==> config.mk <==
export PLATFORM = sky130hd
export DESIGN_NAME = wd_sched
export DESIGN_NICKNAME = d
export VERILOG_FILES = /design/src/rtl/wd_sched.sv
export SDC_FILE = /design/constraint.sdc
export NUM_CORES = 1
export LEC_CHECK = 0
export CAP_MARGIN = 20
export CORE_AREA = 2 2 43 45
export DETAILED_ROUTE_END_ITERATION = 16
export DIE_AREA = 0 0 45 47
export HOLD_SLACK_MARGIN = 0.06
export SYNTH_ARGS = -nofsm -noshare
export SYNTH_HDL_FRONTEND = slang
export SYNTH_SLANG_ARGS = --single-unit
==> constraint.sdc <==
create_clock -name clk -period 1.75 [get_ports clk]
set_clock_uncertainty 0.1 [all_clocks]
set_input_delay 0.35 -clock clk [delete_from_list [all_inputs] [get_ports clk]]
set_output_delay 0.35 -clock clk [all_outputs]
set_load 0.05 [all_outputs]
==> src/rtl/wd_sched.sv <==
// Round-robin burst scheduler: grants one stream at a time a burst of `beats` write-data beats.
// Optional per-stream grant counters on o_cnt are built when WD_SCHED_CNT_EN is defined.
module wd_sched #(
    parameter int streams       = 4,
    parameter int beats         = 8,
    parameter int streams_width = $clog2(streams),
    parameter int beats_width   = $clog2(beats)
) (
    input  logic                     clk,
    input  logic                     reset,
    input  logic [streams-1:0]       i_v,
    output logic [streams-1:0]       i_r,
    output logic                     o_v,
    input  logic                     o_r,
    output logic [streams_width-1:0] o_id,
    output logic [beats_width-1:0]   o_beat,
    output logic                     o_last
`ifdef WD_SCHED_CNT_EN
    ,
    output logic [streams*16-1:0]    o_cnt
`endif
);

    typedef enum logic {IDLE, BURST} state_t;

    state_t                   state, state_nxt;
    logic [streams_width-1:0] ptr;
    logic [streams_width-1:0] id;
    logic [beats_width-1:0]   beat;
    logic [streams_width-1:0] win;
    logic [streams_width-1:0] cand;
    logic                     found;
    logic                     accept;

    // First requesting stream at or above ptr, wrapping around.
    always_comb begin
        found = 1'b0;
        win   = '0;
        cand  = '0;
        for (int j = 0; j < streams; j++) begin
            cand = streams_width'((int'(ptr) + j) % streams);
            if (!found && i_v[cand]) begin
                found = 1'b1;
                win   = cand;
            end
        end
    end

    always_comb begin
        state_nxt = state;
        i_r       = '0;
        accept    = 1'b0;
        case (state)
            IDLE: begin
                if (found) begin
                    accept    = 1'b1;
                    state_nxt = BURST;
                end
                // Gated by reset so an asserted reset silences the grant immediately.
                if (found && reset) i_r[win] = 1'b1;
            end
            BURST: begin
                if (o_r && o_last) state_nxt = IDLE;
            end
            default: state_nxt = IDLE;
        endcase
    end

    always_ff @(posedge clk or negedge reset) begin
        if (!reset) begin
            state <= IDLE;
            ptr   <= '0;
            id    <= '0;
            beat  <= '0;
        end else begin
            state <= state_nxt;
            if (accept) begin
                id   <= win;
                ptr  <= (win == streams_width'(streams - 1)) ? '0 : win + 1'b1;
                beat <= '0;
            end else if (o_v && o_r && !o_last) begin
                // The final beat index is kept so o_beat holds its last value while idle.
                beat <= beat + 1'b1;
            end
        end
    end

    assign o_v    = (state == BURST);
    assign o_last = (state == BURST) && (beat == beats_width'(beats - 1));
    assign o_id   = id;
    assign o_beat = beat;

`ifdef WD_SCHED_CNT_EN
    logic [15:0] cnt [streams];

    always_ff @(posedge clk or negedge reset) begin
        if (!reset) begin
            for (int k = 0; k < streams; k++) cnt[k] <= '0;
        end else if (accept) begin
            cnt[win] <= cnt[win] + 16'd1;
        end
    end

    for (genvar g = 0; g < streams; g++) begin : g_cnt
        assign o_cnt[16*g +: 16] = cnt[g];
    end
`endif

endmodule

==> results.tsv <==
stage	metric	value	unit
outcome	status	finished with violations	
outcome	failing checks	negative setup slack	
logic_synthesis	Mapped Area	544	sq um
sta	f_max	0.441	GHz
global_route	vias in the first global route	519	
sta	RSZ-0062 raised after global routing	yes	
die	Die Width	45	um
logic_synthesis	YS warnings	0	
detailed_routing	vias	525	
finish	most frequent cells in the layout	17 x buf_4, 6 x buf_12, 5 x dfrtp_1	
logic_synthesis	largest family of logic cells by synthesized area	simple AND/OR/NAND/NOR gates	
critical_path	Critical Path Max Stage Delay	0.43	ns
cts	CTS clk-pin slew, worst paths	0.05	ns
sta	setup ws final	-0.516	ns
logic_synthesis	#FFs+latches synth	8	
detailed_routing	drt total wl	1460	um
logic_synthesis	Synth Net Count	66	
sta	final setup fails	5	
placed_design	hpwl dp	1050	um
logic_synthesis	average cell area after synthesis	10.3	sq um
global_route	Global Route Usage Sum	15.3	%
cts	Clock Latency Late Sink	0.26	ns
critical_path	family with the most delay on the worst path	simple AND/OR/NAND/NOR gates	
critical_path	type of the worst setup path	reg -> out	
critical_path	Max Fanout on Critical Path	4	
finish	Final nets	103	
sta	relative slew slack	80.9	%
pwr	Worst VDD drop	0.00101	V
pwr	Total Power	1.74	mW
sta	Fin Hold WS	0.390	ns
logic_synthesis	Netlist cell types	22	
detailed_routing	Detail Route Antenna Nets	0	
cts	CTS H-Tree Depth	1	
job	max-cap check violation count	0	
finish	layout cells sized above 1	64.0	%
logic_synthesis	post-synthesis compound-gate area fraction	16.6	%
logic_synthesis	post-synth top area share	36.8	%
logic_synthesis	share of synthesized area occupied by flip-flops and latches	36.8	%
logic_synthesis	Synth Area in Adders	13.8	%
worst_hold_path	Hold/Removal Path Class	reg -> reg	
logic_synthesis	Synth Instances	53	
sta	Setup TNS	-2.13	ns
logic_synthesis	mux contribution to synthesized area	8.97	%
critical_path	Setup crit end kind	output port	
detailed_routing	DRC viols	0	
logic_synthesis	Post-Synth Simple-Gate Area	20.2	%
finish	area grow syn2layout	98.2	%
placed_design	placer congestion estimate	0.837	
sta	Tightest Pin Transition	0.284	ns
logic_synthesis	Synth Area in XOR/XNOR	1.61	%
global_route	largest net degree at the start of global routing	9	
sta	final critical-path share of the clock period	129	%
critical_path	Startpoint Class	flop	
cts	root buffer cell	clkbuf_4	
detailed_routing	initial DRC count	4	
detailed_routing	drt wl/cell	13.8	um
die	cell row count	15	
global_route	initial antenna violation count	0	
detailed_routing	vias per cell	4.95	
detailed_routing	First-pass DRT Iterations	3	
pwr	Leak	0.480	nW
finish	n_diodes	0	
die	core area	1650	sq um
logic_synthesis	Synth area leaders	dfrtp_1 37%, ha_1 14%, and3_2 5.5%	
die	I/O pins	18	
die	Die ar.	2120	sq um
critical_path	worst path bufs/invs	1	
placed_design	Buffers on Ports	17	
cts	CTS tree	yes	
critical_path	worst path cell trace	nor2b_4, a21o_1, a221oi_4, and2_4, ha_4, and3_4, buf_12	
pwr	Power per Cell Area	1620	nW/um^2
sta	Final min period	2.27	ns
finish	commonest non-fill, non-tap cell in the layout	buf_4	
cts	Num CTS Buffers	3	
critical_path	worst path required time	1.30	ns
critical_path	critical path arrival	1.82	ns
cts	# clock sinks	8	
sta	Final Slew Violations	0	
die	Starting Density	33.0	%
critical_path	Slowest-stage cell, CP	dfrtp_1	
cts	CTS max path bufs	2	
logic_synthesis	cell taking the most area after synthesis	dfrtp_1	
sta	final hold viol count	0	
global_route	global-route wire length before repair	2270	um
global_route	global route overflow	0	
die	die height	47	um
[final timing paths]
path	start	endpoint	slack (ns)	cells past startpoint
hold / removal	o_id[0]$_DFFE_PN0P_	o_id[0]$_DFFE_PN0P_	0.39	1
setup reg to reg	ptr[0]$_DFFE_PN0P_	ptr[0]$_DFFE_PN0P_	-0.13	8
hold reg to reg	o_id[0]$_DFFE_PN0P_	o_id[0]$_DFFE_PN0P_	0.39	1
setup / recovery	ptr[0]$_DFFE_PN0P_	i_r[3]	-0.52	7
max in group asynchronous	reset	ptr[1]$_DFFE_PN0P_	0.99	2
min in group asynchronous	reset	o_id[1]$_DFFE_PN0P_	0.42	2
[area by class of cell]
class                      instances  area (sq um)
fill                             136           573
multi-input combinational         42           474
timing repair buffer              32           342
sequential                         8           204
clock buffer                       4          26.3
tap                               17          21.3
inverter                           3          11.3
[cell families after synthesis]
| group | count (synthesis) |
|---|---|
| AOI/OAI and AO/OA | 12 |
| buffers and inverters | 3 |
| DFF | 8 |
| xor gates and xnor gates | 1 |
| muxes | 4 |
| and+or+nand+nor | 19 |
| adders and majority gates | 6 |
[Yosys cell counts]
cell / instances
inv_1: 3
nand2b_1: 3
mux2_2: 2
dfrtp_1: 8
a221oi_2: 1
nor2b_1: 1
xnor2_1: 1
and2_1: 2
o32a_1: 1
nor2_2: 1
a22o_1: 3
nor2_1: 4
mux2_1: 1
a21oi_1: 5
mux2_4: 1
nor4_1: 1
nand2_1: 2
and3_2: 4
or3_2: 1
o22ai_1: 1
ha_1: 6
a21o_1: 1
[layer usage]
layer  track usage, %  vias to the layer above  share of wire [%]
met5                0                        -                  0
met4             8.24                        0                1.6
met3             3.46                        2                4.8
met2             26.3                       16                 53
met1             17.8                      241                 40
li1                 -                      266                  -
[through the flow]
step           worst slack, ns  utilization [%]  cell area (sq um)  std cells
2_1_floorplan           -0.196                -                589         53
3_5_place_dp            -0.809             54.7                903         97
3_3_place_gp            -0.807             54.7                903         97
6_report                -0.516             65.3               1080        106
5_1_grt                 -0.608             65.3               1080        106
4_1_cts                 -0.539             62.4               1030        106
[state kept, by name (all words and copies together) (netlist names)]
name and cells:
ptr 2, o_beat 3, o_v 1, o_id 2
[power by group]
group          total [mW]  internal [mW]  switching [mW]
Sequential          0.387          0.280           0.107
Combinational        1.20          0.615           0.589
Clock               0.152         0.0873          0.0650
Total                1.74          0.983           0.761
[what timing repair did]
item / in CTS / in global routing
pin swaps: 4 / 8
gates resized for setup: 19 / 7
setup buffers: 5 / 0
cloned: 0 / 0
endpoints found under the setup margin: 9 / 8
hold buffers: 0 / 0
Power figures use the tool's default switching activity.
